**config.mk**
```make
export PLATFORM = sky130hd
export DESIGN_NAME = phase_angle_calc_flat
export DESIGN_NICKNAME = d
export VERILOG_FILES = /design/src/rtl/phase_angle_calc_if.sv /design/src/rtl/phase_angle_calc.sv /design/src/flat_wrapper.sv
export SDC_FILE = /design/constraint.sdc
export NUM_CORES = 1
export LEC_CHECK = 0
export ABC_AREA = 0
export CORE_ASPECT_RATIO = 1.5
export CORE_MARGIN = 3
export CORE_UTILIZATION = 63
export CTS_BUF_LIST = sky130_fd_sc_hd__clkbuf_8
export DETAILED_ROUTE_END_ITERATION = 8
export PLACE_DENSITY = 0.83
export SYNTH_ARGS = -nofsm -noshare
export SYNTH_HDL_FRONTEND = slang
export SYNTH_SLANG_ARGS = --single-unit
```
**constraint.sdc**
```tcl
create_clock -name sysClk -period 5.73 [get_ports sysClk]
set_input_delay 1.146 -clock sysClk [delete_from_list [all_inputs] [get_ports sysClk]]
set_output_delay 1.146 -clock sysClk [all_outputs]
set_load 0.1 [all_outputs]
```
**src/rtl/phase_angle_calc_if.sv**
```systemverilog
// -----------------------------------------------------------------------------
// phase_angle_calc_if
//   Handshake bundle for phase_angle_calc. It carries both the operand side
//   (valid/ready plus diff and period counts) and the result side (valid/ready
//   plus angle and status flags).
//
//   Signals:
//     in_valid      operands present (master -> slave)
//     in_ready      block can accept operands (slave -> master)
//     diff_count    phase-difference count, CNT_W bits
//     period_count  signal period count, CNT_W bits
//     out_valid     result present (slave -> master)
//     out_ready     consumer accepts result (master -> slave)
//     phase_deg     angle in degrees * 2^FRAC_BITS, ANGLE_W bits
//     sat           diff_count >= period_count, result clamped
//     err           period_count == 0, result forced to 0
//
//   Modports:
//     slave   the angle calculator
//     master  the producer/consumer driving it
// -----------------------------------------------------------------------------
interface phase_angle_calc_if #(
    parameter int CNT_W   = 64,
    parameter int ANGLE_W = 17
) ();
    logic               in_valid;
    logic               in_ready;
    logic [CNT_W-1:0]   diff_count;
    logic [CNT_W-1:0]   period_count;
    logic               out_valid;
    logic               out_ready;
    logic [ANGLE_W-1:0] phase_deg;
    logic               sat;
    logic               err;

    modport slave (
        input  in_valid, diff_count, period_count, out_ready,
        output in_ready, out_valid, phase_deg, sat, err
    );

    modport master (
        output in_valid, diff_count, period_count, out_ready,
        input  in_ready, out_valid, phase_deg, sat, err
    );
endinterface

```
**src/rtl/phase_angle_calc.sv**
```systemverilog
// -----------------------------------------------------------------------------
// phase_angle_calc
//   Converts a phase-difference count and the matching period count into an
//   unsigned fixed-point angle: phase_deg = diff * 360 * 2^FRAC_BITS / period.
//   A multi-cycle restoring divider produces one quotient bit per clock.
//
//   Ports:
//     sysClk   single clock
//     sysRst   synchronous active-high reset
//     bus      phase_angle_calc_if.slave (operand and result handshakes)
//
//   Optional feature:
//     PHASE_ANGLE_ROUND_EN  when defined, the final quotient is rounded to
//                           nearest (half up) instead of truncated, clamped to
//                           the largest representable angle below 360 degrees.
// -----------------------------------------------------------------------------
module phase_angle_calc #(
    parameter int CNT_W     = 64,
    parameter int FRAC_BITS = 8,
    parameter int ANGLE_W   = 9 + FRAC_BITS
) (
    input  logic                 sysClk,
    input  logic                 sysRst,
    phase_angle_calc_if.slave    bus
);

    // Numerator width: diff * 360 needs 9 extra bits, plus the fraction shift.
    localparam int NUM_W = CNT_W + 9 + FRAC_BITS;
    localparam int KW    = $clog2(ANGLE_W);
    localparam logic [ANGLE_W-1:0] MAX_DEG = ANGLE_W'((360 << FRAC_BITS) - 1);

    typedef enum logic [1:0] {IDLE, MULT, DIV, DONE} state_t;

    state_t             r_state;
    state_t             w_state_nxt;
    logic [CNT_W-1:0]   r_diff;
    logic [CNT_W-1:0]   r_period;
    logic [NUM_W-1:0]   r_rem;
    logic [NUM_W-1:0]   r_dvs;      // period << k, shifted right once per step
    logic [KW-1:0]      r_k;
    logic [ANGLE_W-1:0] r_q;
    logic [ANGLE_W-1:0] r_phase;
    logic               r_sat;
    logic               r_err;

    // ---------------------------------------------------------------------
    // Numerator: (diff * 360) << FRAC_BITS, with 360 = 256 + 64 + 32 + 8.
    // ---------------------------------------------------------------------
    logic [NUM_W-1:0] w_diff_ext;
    logic [NUM_W-1:0] w_x360;
    logic [NUM_W-1:0] w_num;
    logic [NUM_W-1:0] w_dvs_init;

    assign w_diff_ext = {{(NUM_W-CNT_W){1'b0}}, r_diff};
    assign w_x360     = (w_diff_ext << 8) + (w_diff_ext << 6)
                      + (w_diff_ext << 5) + (w_diff_ext << 3);
    assign w_num      = w_x360 << FRAC_BITS;
    assign w_dvs_init = {{(NUM_W-CNT_W){1'b0}}, r_period} << (ANGLE_W - 1);

    // ---------------------------------------------------------------------
    // One restoring-division step. Because diff < period on this path, the
    // numerator is below period << ANGLE_W, so each step yields one valid
    // quotient bit and the remainder never needs more than NUM_W bits.
    // ---------------------------------------------------------------------
    logic               w_ge;
    logic [NUM_W-1:0]   w_rem_nxt;
    logic [ANGLE_W-1:0] w_q_nxt;
    logic [ANGLE_W-1:0] w_q_final;
    logic               w_last;

    assign w_ge      = (r_rem >= r_dvs);
    assign w_rem_nxt = w_ge ? (r_rem - r_dvs) : r_rem;
    assign w_q_nxt   = r_q | (ANGLE_W'(w_ge) << r_k);
    assign w_last    = (r_k == '0);

`ifdef PHASE_ANGLE_ROUND_EN
    // Round half up using the final remainder; the clamp keeps the angle
    // strictly below 360 degrees.
    logic [NUM_W:0] w_rem2;
    logic           w_round_up;

    assign w_rem2     = {w_rem_nxt, 1'b0};
    assign w_round_up = (w_rem2 >= {1'b0, {(NUM_W-CNT_W){1'b0}}, r_period});
    assign w_q_final  = (w_round_up && (w_q_nxt != MAX_DEG))
                      ? (w_q_nxt + ANGLE_W'(1)) : w_q_nxt;
`else
    assign w_q_final  = w_q_nxt;
`endif

    // ---------------------------------------------------------------------
    // FSM: state register
    // ---------------------------------------------------------------------
    // NOTE: clocked state uses non-blocking assignments so every register
    // samples the pre-edge values, independent of block ordering.
    always_ff @(posedge sysClk) begin
        if (sysRst) r_state <= IDLE;
        else        r_state <= w_state_nxt;
    end

    // ---------------------------------------------------------------------
    // FSM: next state and handshake outputs
    // ---------------------------------------------------------------------
    // NOTE: every output of this block gets a default first, so no path
    // leaves a signal unassigned and no latch is inferred.
    always_comb begin
        w_state_nxt   = r_state;
        bus.in_ready  = 1'b0;
        bus.out_valid = 1'b0;
        case (r_state)
            IDLE: begin
                bus.in_ready = 1'b1;
                if (bus.in_valid) w_state_nxt = MULT;
            end
            MULT: begin
                if ((r_period == '0) || (r_diff >= r_period)) w_state_nxt = DONE;
                else                                          w_state_nxt = DIV;
            end
            DIV: begin
                if (w_last) w_state_nxt = DONE;
            end
            DONE: begin
                bus.out_valid = 1'b1;
                if (bus.out_ready) w_state_nxt = IDLE;
            end
            default: w_state_nxt = IDLE;
        endcase
    end

    // ---------------------------------------------------------------------
    // Datapath
    // ---------------------------------------------------------------------
    always_ff @(posedge sysClk) begin
        if (sysRst) begin
            r_diff   <= '0;
            r_period <= '0;
            r_rem    <= '0;
            r_dvs    <= '0;
            r_k      <= '0;
            r_q      <= '0;
            r_phase  <= '0;
            r_sat    <= 1'b0;
            r_err    <= 1'b0;
        end else begin
            case (r_state)
                IDLE: begin
                    if (bus.in_valid) begin
                        r_diff   <= bus.diff_count;
                        r_period <= bus.period_count;
                    end
                end
                MULT: begin
                    if (r_period == '0) begin
                        r_err   <= 1'b1;
                        r_sat   <= 1'b0;
                        r_phase <= '0;
                    end else if (r_diff >= r_period) begin
                        r_sat   <= 1'b1;
                        r_err   <= 1'b0;
                        r_phase <= MAX_DEG;
                    end else begin
                        r_rem <= w_num;
                        r_dvs <= w_dvs_init;
                        r_k   <= KW'(ANGLE_W - 1);
                        r_q   <= '0;
                    end
                end
                DIV: begin
                    r_rem <= w_rem_nxt;
                    r_q   <= w_q_nxt;
                    r_dvs <= r_dvs >> 1;
                    r_k   <= r_k - KW'(1);
                    if (w_last) begin
                        r_phase <= w_q_final;
                        r_sat   <= 1'b0;
                        r_err   <= 1'b0;
                    end
                end
                default: ;
            endcase
        end
    end

    assign bus.phase_deg = r_phase;
    assign bus.sat       = r_sat;
    assign bus.err       = r_err;

endmodule

```
**src/flat_wrapper.sv**
```systemverilog
// flat-port wrapper written by rule: the top's interface ports become plain ports
module phase_angle_calc_flat 
#(
    parameter int CNT_W     = 64,
    parameter int FRAC_BITS = 8,
    parameter int ANGLE_W   = 9 + FRAC_BITS
)
  (sysClk, sysRst, bus_in_valid, bus_diff_count, bus_period_count, bus_out_ready, bus_in_ready, bus_out_valid, bus_phase_deg, bus_sat, bus_err);
  phase_angle_calc_if #(.CNT_W(CNT_W), .ANGLE_W(ANGLE_W)) bus_i ();
  input  logic sysClk;
  input  logic sysRst;
  input wire logic [$bits(bus_i.in_valid)-1:0] bus_in_valid;
  input wire logic [$bits(bus_i.diff_count)-1:0] bus_diff_count;
  input wire logic [$bits(bus_i.period_count)-1:0] bus_period_count;
  input wire logic [$bits(bus_i.out_ready)-1:0] bus_out_ready;
  output wire logic [$bits(bus_i.in_ready)-1:0] bus_in_ready;
  output wire logic [$bits(bus_i.out_valid)-1:0] bus_out_valid;
  output wire logic [$bits(bus_i.phase_deg)-1:0] bus_phase_deg;
  output wire logic [$bits(bus_i.sat)-1:0] bus_sat;
  output wire logic [$bits(bus_i.err)-1:0] bus_err;
  assign bus_i.in_valid = bus_in_valid;
  assign bus_i.diff_count = bus_diff_count;
  assign bus_i.period_count = bus_period_count;
  assign bus_i.out_ready = bus_out_ready;
  assign bus_in_ready = bus_i.in_ready;
  assign bus_out_valid = bus_i.out_valid;
  assign bus_phase_deg = bus_i.phase_deg;
  assign bus_sat = bus_i.sat;
  assign bus_err = bus_i.err;
  phase_angle_calc #(.CNT_W(CNT_W), .FRAC_BITS(FRAC_BITS), .ANGLE_W(ANGLE_W)) u_core (.sysClk(sysClk), .sysRst(sysRst), .bus(bus_i));
endmodule
```
# [Word-level counts from Yosys, hierarchy flattened]
# Cells that the tools add are included.
# W data, S select, Z words.
[op_classes] addsub=5 order_cmp=2 n_eq_ne=10 shifts=1 mux=31 bitwise_logic=1 reduce_logical=10
[op_table] op="$mux W81" count=5
[op_table] op="$pmux W81 S2" count=2
[op_table] op="$mux W17" count=5
[op_table] op="$ge A81 B81 Y1" count=1
[op_table] op="$sub A81 B81 Y81" count=1
[op_table] op="$add A72 B70 Y73" count=1
[op_table] op="$add A73 B67 Y73" count=1
[op_table] op="$add A73 B69 Y73" count=1
[op_table] op="$pmux W17 S2" count=2
[op_table] op="$ge A64 B64 Y1" count=1
[op_table] op="$logic_not A64 Y1" count=1
[op_table] op="$or A17 B17 Y17" count=1
[op_table] op="$shl A1 B5 Y17" count=1
[op_table] op="$mux W5" count=2
[op_table] op="$pmux W5 S2" count=1
[op_table] op="$reduce_and A3 Y1" count=3
[op_table] op="$mux W1" count=8
[op_table] op="$ne A2 B2 Y1 const B" count=4
[op_table] op="$pmux W2 S4" count=1
[op_table] op="$mux W2" count=3
[op_table] op="$logic_not A5 Y1" count=1
[op_table] op="$sub A5 B1 Y5 const B" count=1
[op_table] op="$eq A2 B2 Y1 const B" count=2
[op_table] op="$ne A2 B1 Y1 const B" count=2
[op_table] op="other kinds (8)" count=9
[totals] regBits=333 word_cells=70

# [Depth between registers and ports, before layout]
# Gate-level depths: netlist (run 1).
[logic_depth] depth_word=6 mapped_depth=18

# [Worst setup path after synthesis (run 1)]
# OpenSTA, ideal clock, no wires.
[synth_path] path_kind="reg2reg" startpoint="register u_core.r_diff[0]" endpoint="register u_core.r_rem[79]" setup_time_ns=0.101 arrival_ns=4.295 path_slack_ns=1.334 stages_incl_launch_ff=17 path_cell_list="dfxtp_1 inv_1 fa_1 inv_1 fa_1 inv_1 fa_1 nand2b_1 a21oi_1 o211ai_1 nand2_1 a31oi_1 o31ai_1 a31oi_1 or3_1 a31o_2 o41ai_1"
[synth_via] elab_chain_cells=6 elab_cells_between_ends=9
[synth_lines] item="from (decl)" line_no="phase_angle_calc.sv:36" source="logic [CNT_W-1:0] r_diff;"
[synth_lines] item="from (signal assigned)" line_no="phase_angle_calc.sv:147" source="r_diff <= bus.diff_count;"
[synth_lines] item="$add A72 B70 Y73" line_no="phase_angle_calc.sv:55" source="assign w_x360 = (w_diff_ext << 8) + (w_diff_ext << 6)"
[synth_lines] item="$add A73 B69 Y73" line_no="phase_angle_calc.sv:56" source="+ (w_diff_ext << 5) + (w_diff_ext << 3);"
[synth_lines] item="$add A73 B67 Y73" line_no="phase_angle_calc.sv:56"
[synth_lines] item="$mux W81" line_no="phase_angle_calc.sv:156" source="end else if (r_diff >= r_period) begin"
[synth_lines] item="$mux W81" line_no="phase_angle_calc.sv:152" source="if (r_period == '0) begin"
[synth_lines] item="$pmux W81 S2" line_no="phase_angle_calc.sv:144" source="case (r_state)"
[synth_lines] item="to (signal assigned)" line_no="phase_angle_calc.sv:161" source="r_rem <= w_num;"
[synth_lines] item="to (signal assigned)" line_no="phase_angle_calc.sv:168" source="r_rem <= w_rem_nxt;"
[synth_lines] item="to (decl)" line_no="phase_angle_calc.sv:38" source="logic [NUM_W-1:0] r_rem;"
# Several ways; a longest one is shown, not always the timed one. The select of a mux whose other input is x is not followed.
# A chain may end at the register's enable or synchronous reset.

# [Worst setup path after layout (run 1)]
[layout_path] startpoint="register u_core.r_diff[0]" endpoint="register u_core.r_rem[80]"
# Same word-level chain as after synthesis.

==> metrics.log, run 1 <==
INFO  metric vias_per_cell = 6.19
INFO  metric max_cap_viols = 0
INFO  metric die_h = 260 µm
INFO  metric p_clk_share = 13.7%
INFO  metric whs_endpoint = u_core.r_q[4]
INFO  metric route.detailed.wl_per_inst = 20.2 µm
INFO  metric placement.io_buffers = 152
INFO  metric p_int = 8.73 mW
INFO  metric synth-seq-cells = 332
INFO  metric final_antenna_net_count = 0
INFO  metric critical_path_peak_fanout = 5
INFO  metric hold_ws = 0.462 ns
INFO  metric core_region_area = 42200 µm²
INFO  metric die_x = 175 µm
INFO  metric final_number_of_hold_violating_endpoints = 0
INFO  metric critical_path_class = flip-flop to flip-flop
INFO  metric worst_ep_required_time = 6.26 ns
INFO  metric hold_sp = u_core.r_q[4]
INFO  metric placed_cells_incl_taps = 4002
INFO  metric tritoncts_clock_tree = done
INFO  metric hold_path.class = flip-flop to flip-flop
INFO  metric cp-startpoint = u_core.r_diff[0]
INFO  metric min_delay_path_depth = 1
INFO  metric postSynth.asyncResetShare = 0%
INFO  metric timing.final.max_slew_violations = 0
INFO  metric crit_path_start_kind = flip-flop
INFO  metric sequential_cell_area = 6650 µm²
INFO  metric initial_core_util = 64.0%
INFO  metric cts.hold.buffers_added = 0
INFO  metric grt.total_usage = 35.6%
INFO  metric rsz0062_at_grt = no
INFO  metric synth.yosys.seq_area_share = 24.6%
INFO  metric crit_path_max_incr_delay = 0.55 ns
INFO  metric netlist_area = 27000 µm²
INFO  metric gpl.final_weighted_congestion = 0.944
INFO  metric switching_share = 51.9%
INFO  metric antenna_violations_before_repair = 1
INFO  metric worst_slew_margin_relative_to_its_limit = 17.5%
INFO  metric layoutNonFillerInstCount = 4101
INFO  metric yosys.cell_types.count = 78
INFO  metric powerDensity = 602 nW/µm²
INFO  metric place_hpwl = 63900 µm
INFO  metric finalCriticalPeriod = 5.13 ns
INFO  metric path_cells = inv_1, fa_1, inv_1, fa_1, ha_1, a211oi_1, o21ai_0, o2111ai_1, nand3_1, a41oi_1, o211ai_1, a41o_1, a311oi_1, nand2b_1, a211oi_1, a31o_1
INFO  metric worstReg2RegEnd = u_core.r_rem[80]
INFO  metric ctsRootBufferMaster = clkbuf_8
INFO  metric setup_viol = 0
INFO  metric avgSynthCellArea = 7.85 µm²
INFO  metric cts_setup_buffers = 0
INFO  metric power_frac_seq = 18.5%
INFO  metric slew_of_the_pin_with_the_lowest_slew_margin = 1.24 ns
INFO  metric share_of_post_route_cells_with_drive_strength_above_1 = 5.15%
INFO  metric ctsHtreeMaxLevel = 2
INFO  metric cpLargestDelayFamily = compound AO/OA/AOI/OAI gates
INFO  metric buf_inv_on_cp = 2
INFO  metric totalNegativeSetupSlack = 0 ns
INFO  metric drt_first_pass_iters = 6
INFO  metric power.share.combinational = 67.8%
INFO  metric ctsResizeCount = 0
INFO  metric num_io_pins = 153
INFO  metric cts_buffers = 54
INFO  metric worst-r2r-setup-slack = 0.60 ns
INFO  metric cp-end-kind = flip-flop
INFO  metric synthesis.nets = 3925
INFO  metric worst_r2r_startpoint = u_core.r_diff[0]
INFO  metric final.setup_skew = 0.0466 ns
INFO  metric fillCellCount = 3466
INFO  metric yosys_warnings = 0
INFO  metric vias = 25400
INFO  metric clock_latency_on_the_worst_skew_pair = 0.65 ns
INFO  metric floorplan.die_area = 45500 µm²
INFO  metric max_freq = 195 MHz
INFO  metric area_growth_syn_to_layout = 11.3%
INFO  metric vias_in_the_first_global_route = 25200
INFO  metric layout_worst_path_cycle_share = 89.6%
INFO  metric detail_route.iter0.violations = 1820
INFO  metric cell_at_the_slowest_stage_of_the_critical_path = fa_1
INFO  metric clk_pin_slew_worst_paths = 0.07 ns
INFO  metric grt_overflow_total = 0
INFO  metric detail_route.drc_violations = 0
INFO  metric wl = 82700 µm
INFO  metric maximum_number_of_pins_on_one_net_before_global_route_repair = 151
INFO  metric power_switching = 9.40 mW
INFO  metric power.static_leakage = 12.9 nW
INFO  metric grt_pass1_wl = 131000 µm
INFO  metric cts.sinks = 332
INFO  metric multi_input_area = 18300 µm²
INFO  metric rows = 92
INFO  metric placement_setup_slack = 0.751 ns
INFO  metric ir_drop = 584 µV
INFO  metric critical_path_arrival = 5.66 ns
INFO  metric status = finished, final reports clean
INFO  metric synth_enable_flop_cells = 0
INFO  metric clockBufferDepth = 3
INFO  metric post-route-worst-setup-slack = 0.595 ns
INFO  metric synth_top_flop_cell = dfxtp_1
INFO  metric ff2ff_path_depth = 16
INFO  metric synthCells = 3447
INFO  metric final_nets = 3972
sequential cells by signal (all words and copies together), names as in the netlist:
register	flops
u_core.r_diff	64
u_core.r_period	64
u_core.r_dvs	80
u_core.bus.err	1
u_core.r_q	17
u_core.r_k	5
u_core.r_state	2
u_core.bus.sat	1
u_core.bus.phase_deg	17
u_core.r_rem	81
cells in the mapped netlist (16+ instances only):
cell | instances | share of area [%]
a211oi_1 | 83 | 2.3
a211oi_2 | 36 | 1.7
a21o_1 | 120 | 3.3
a21oi_1 | 394 | 7.3
a31oi_1 | 23 | 0.53
and2_1 | 16 | 0.37
clkbuf_1 | 173 | 2.4
dfxtp_1 | 332 | 25
fa_1 | 124 | 9.2
ha_1 | 222 | 10
inv_1 | 361 | 5.0
mux2i_1 | 94 | 3.5
nand2_1 | 446 | 6.2
nand3_1 | 39 | 0.72
nand4_1 | 60 | 1.4
nor2_1 | 252 | 3.5
nor3_1 | 39 | 0.72
nor4_1 | 32 | 0.74
o211ai_1 | 22 | 0.61
o21a_1 | 31 | 0.86
o21ai_0 | 147 | 2.7
o21bai_1 | 36 | 1.0
xnor2_1 | 83 | 2.7
xor2_1 | 52 | 1.7
per-layer routing:
layer  up-vias  wire (µm)  GRT usage (%)
li1      12000          -              -
met1     12200      31000           39.7
met2       894      41500           64.5
met3       264       4250           4.44
met4         0       5860           21.3
met5         -          0              0
layout by cell type (no fill, tap or decap), types with 8 or more instances in the layout:
master           count
a211o_1              8
a211oi_1            83
a211oi_2            36
a21boi_0            12
a21o_1             120
a21oi_1            394
a221o_1             12
a221oi_1            13
a31oi_1             23
and2_1              15
and3_1              14
and4_1               8
buf_4               31
bufinv_16            9
clkbuf_8            63
clkdlybuf4s50_1    151
clkinv_2             8
dfxtp_1            332
fa_1               124
ha_1               221
inv_1              370
mux2i_1             94
nand2_1            445
nand2b_1            13
nand3_1             39
nand4_1             60
nor2_1             252
nor2b_1             11
nor3_1              39
nor4_1              31
o211ai_1            22
o21a_1              31
o21ai_0            146
o21bai_1            36
or3_1                9
xnor2_1             83
xor2_1              52
cell families after synthesis:
| kind of cell | after synthesis | share of synthesized area (%) |
|---|---|---|
| AND/OR/NAND/NOR | 968 | 15.8 |
| multiplexers | 94 | 3.48 |
| AO/OA/AOI/OAI | 1017 | 24.4 |
| flip-flops | 332 | 24.6 |
| buffers and inverters | 555 | 7.90 |
| adder cells (fa/ha/maj) | 346 | 19.5 |
| XOR/XNOR | 135 | 4.37 |
through the flow:
step | instance area [µm²] | utilization, % | power (mW)
floorplan | 27000 | - | 12.4
global placement | 28800 | 68.2 | 15.2
detailed placement | 28800 | 68.2 | 15.4
CTS | 30100 | 71.2 | 18.0
global route | 30100 | 71.2 | 19.5
finish | 30100 | 71.2 | 18.1
cell type report:
cell class,instances,share of cell area [%]
multi-input combinational,2560,60.8
clock inverter,35,1.38
sequential,332,22.1
clock buffer,63,2.88
inverter,361,4.50
tap,564,2.34
timing repair buffer,185,5.98
antenna,1,0.00832
how the worst max path moves through the flow:
stage                       end  slack, ns  cells past startpoint
2_1_floorplan  u_core.r_rem[79]       1.33                     16
3_3_place_gp   u_core.r_rem[75]       0.82                     17
3_5_place_dp   u_core.r_rem[78]       0.75                     18
4_1_cts        u_core.r_rem[80]       0.70                     16
5_1_grt        u_core.r_rem[78]       0.36                     18
6_report       u_core.r_rem[80]       0.60                     16
power by group through the flow:
stage | sequential, mW | combinational (mW) | clock (mW)
3_5_place_dp | 3.39 | 12.1 | 0
5_1_grt | 3.41 | 13.5 | 2.59
6_report | 3.36 | 12.3 | 2.48
4_1_cts | 3.34 | 12.1 | 2.50
3_3_place_gp | 3.36 | 11.8 | 0
2_1_floorplan | 3.43 | 8.94 | 0
No activity file was read; power rests on OpenSTA's default activity.
==> run 2, diff against run 1 <==
--- a/config.mk
+++ b/config.mk
@@ -10,8 +10,10 @@
 export CORE_MARGIN = 3
 export CORE_UTILIZATION = 63
 export CTS_BUF_LIST = sky130_fd_sc_hd__clkbuf_8
+export CTS_CLUSTER_DIAMETER = 80
 export DETAILED_ROUTE_END_ITERATION = 8
 export PLACE_DENSITY = 0.83
+export SLEW_MARGIN = 20
 export SYNTH_ARGS = -nofsm -noshare
 export SYNTH_HDL_FRONTEND = slang
 export SYNTH_SLANG_ARGS = --single-unit
==> run 2 against run 1 <==
Critical path depth did not move. Worst setup slack gained 0.00064 ns. Sequential share of layout area about the same. Register-to-register slack barely moved. Clock skew down 0.0050 ns. Critical endpoint unchanged.
==> metrics.log, run 2 (synthesis results as in run 1) <==
INFO  metric setup_viol = 0
INFO  metric worst_ep_required_time = 6.26 ns
INFO  metric area_growth_syn_to_layout = 11.3%
INFO  metric path_cells = inv_1, fa_1, inv_1, fa_1, ha_1, a211oi_1, o21ai_0, o2111ai_1, nand3_1, a41oi_1, o211ai_1, a41o_1, a311oi_1, nand2b_1, a211oi_1, a31o_1
INFO  metric core_region_area = 42200 µm²
INFO  metric grt_overflow_total = 0
INFO  metric tritoncts_clock_tree = done
INFO  metric fillCellCount = 3464
INFO  metric clockBufferDepth = 3
INFO  metric ir_drop = 590 µV
INFO  metric layout_worst_path_cycle_share = 89.6%
INFO  metric route.detailed.wl_per_inst = 20.1 µm
INFO  metric num_io_pins = 153
INFO  metric cts.hold.buffers_added = 0
INFO  metric finalCriticalPeriod = 5.13 ns
INFO  metric totalNegativeSetupSlack = 0 ns
INFO  metric ctsRootBufferMaster = clkbuf_8
INFO  metric share_of_post_route_cells_with_drive_strength_above_1 = 5.18%
INFO  metric critical_path_peak_fanout = 5
INFO  metric cts.sinks = 332
INFO  metric maximum_number_of_pins_on_one_net_before_global_route_repair = 151
INFO  metric layout_commonest_cell = nand2_1
INFO  metric ctsHtreeMaxLevel = 2
INFO  metric max_cap_viols = 0
INFO  metric placement.io_buffers = 152
INFO  metric max_freq = 195 MHz
INFO  metric detail_route.drc_violations = 0
INFO  metric cts_setup_buffers = 0
INFO  metric status = finished, final reports clean
INFO  metric multi_input_area = 18300 µm²
INFO  metric biggestRegsByFlops = u_core.r_rem x81, u_core.r_dvs x80
INFO  metric crit_path_max_incr_delay = 0.55 ns
INFO  metric worst_r2r_startpoint = u_core.r_diff[0]
INFO  metric crit_path_start_kind = flip-flop
INFO  metric drt_first_pass_iters = 6
INFO  metric p_int = 8.73 mW
INFO  metric ctsResizeCount = 0
INFO  metric powerDensity = 602 nW/µm²
INFO  metric initial_core_util = 64.0%
INFO  metric cp-startpoint = u_core.r_diff[0]
INFO  metric gpl.final_weighted_congestion = 0.944
INFO  metric critical_path_class = flip-flop to flip-flop
INFO  metric cts_buffers = 54
INFO  metric floorplan.die_area = 45500 µm²
INFO  metric power.static_leakage = 12.9 nW
INFO  metric buf_inv_on_cp = 2
INFO  metric sequential_cell_area = 6650 µm²
INFO  metric rsz0062_at_grt = no
INFO  metric placement_setup_slack = 0.751 ns
INFO  metric cpLargestDelayFamily = compound AO/OA/AOI/OAI gates
INFO  metric clock_latency_on_the_worst_skew_pair = 0.65 ns
INFO  metric die_h = 260 µm
INFO  metric vias_per_cell = 6.15
INFO  metric clk_pin_slew_worst_paths = 0.07 ns
INFO  metric detail_route.iter0.violations = 1911
INFO  metric worst-r2r-setup-slack = 0.60 ns
INFO  metric place_hpwl = 63900 µm
INFO  metric cell_at_the_slowest_stage_of_the_critical_path = fa_1
INFO  metric grt.total_usage = 35.6%
INFO  metric largest-register = u_core.r_rem
INFO  metric final_nets = 3972
INFO  metric power_frac_seq = 18.5%
INFO  metric grt_pass1_wl = 131000 µm
INFO  metric p_clk_share = 13.6%
INFO  metric hold_sp = u_core.r_q[4]
INFO  metric power.share.combinational = 67.9%
INFO  metric hold_ws = 0.462 ns
INFO  metric worst_slew_margin_relative_to_its_limit = 26.4%
INFO  metric critical_path_arrival = 5.66 ns
INFO  metric max_reg_flops = 81
INFO  metric post-route-worst-setup-slack = 0.596 ns
INFO  metric final.setup_skew = 0.0416 ns
INFO  metric final_number_of_hold_violating_endpoints = 0
INFO  metric rows = 92
INFO  metric layout.cells.most_common_list = nand2_1 (445), a21oi_1 (393), inv_1 (370)
INFO  metric power_switching = 9.40 mW
INFO  metric timing.final.max_slew_violations = 0
INFO  metric cp-end-kind = flip-flop
INFO  metric vias = 25200
INFO  metric antenna_violations_before_repair = 1
INFO  metric final_antenna_net_count = 0
INFO  metric hold_path.class = flip-flop to flip-flop
INFO  metric die_x = 175 µm
INFO  metric vias_in_the_first_global_route = 25200
INFO  metric switching_share = 51.8%
INFO  metric slew_of_the_pin_with_the_lowest_slew_margin = 1.09 ns
INFO  metric wl = 82500 µm
==> run 2: cell counts in the layout (fill, tap and decap cells not counted) <==
Identical to the previous run, type by type.
==> run 2: path summary, 6_finish.rpt <==
check	to	cells past startpoint
worst max-delay path	u_core.r_rem[80]	16
worst min-delay path	u_core.r_q[4]	1
worst max register to register	u_core.r_rem[80]	16
worst min register to register	u_core.r_q[4]	1
==> run 2: worst register-to-register path, delay by kind of cell, from the launching register on <==
kind | cells | cell delay, ns
AO/OA/AOI/OAI | 9 | 2.74
adder cells (fa/ha/maj) | 3 | 1.36
AND/OR/NAND/NOR | 2 | 0.32
flip-flops | 1 | 0.44
buffers and inverters | 2 | 0.19
==> run 2: cell type report <==
| type | instances | area share [%] |
|---|---|---|
| Clock buffer | 63 | 2.88 |
| Tap cell | 564 | 2.34 |
| Multi-Input combinational cell | 2560 | 60.8 |
| Antenna cell | 1 | 0.00831 |
| Sequential cell | 332 | 22.1 |
| Timing Repair Buffer | 185 | 5.98 |
| Clock inverter | 35 | 1.38 |
| Inverter | 361 | 4.50 |
==> run 2: layer usage <==
metal	GRT usage (%)	routed length (µm)	vias to the layer above
met2	64.5	41500	784
met4	21.3	5720	0
li1	-	-	12100
met1	39.7	31400	12200
met5	0	0	-
met3	4.44	3890	252
==> run 2: power groups by stage <==
stage / sequential, mW / combinational (mW) / clock (mW)
2_1_floorplan: 3.43 / 8.94 / 0
3_3_place_gp: 3.36 / 11.8 / 0
3_5_place_dp: 3.39 / 12.1 / 0
4_1_cts: 3.34 / 12.1 / 2.50
5_1_grt: 3.41 / 13.5 / 2.59
6_report: 3.36 / 12.3 / 2.47
==> run 2: through the flow <==
step	utilization [%]	cells	cell area [µm²]	total power, mW
floorplan	-	3447	27000	12.4
global placement	68.2	4002	28800	15.2
detailed placement	68.2	4002	28800	15.4
CTS	71.2	4100	30100	18.0
global route	71.2	4101	30100	19.5
finish	71.2	4101	30100	18.1
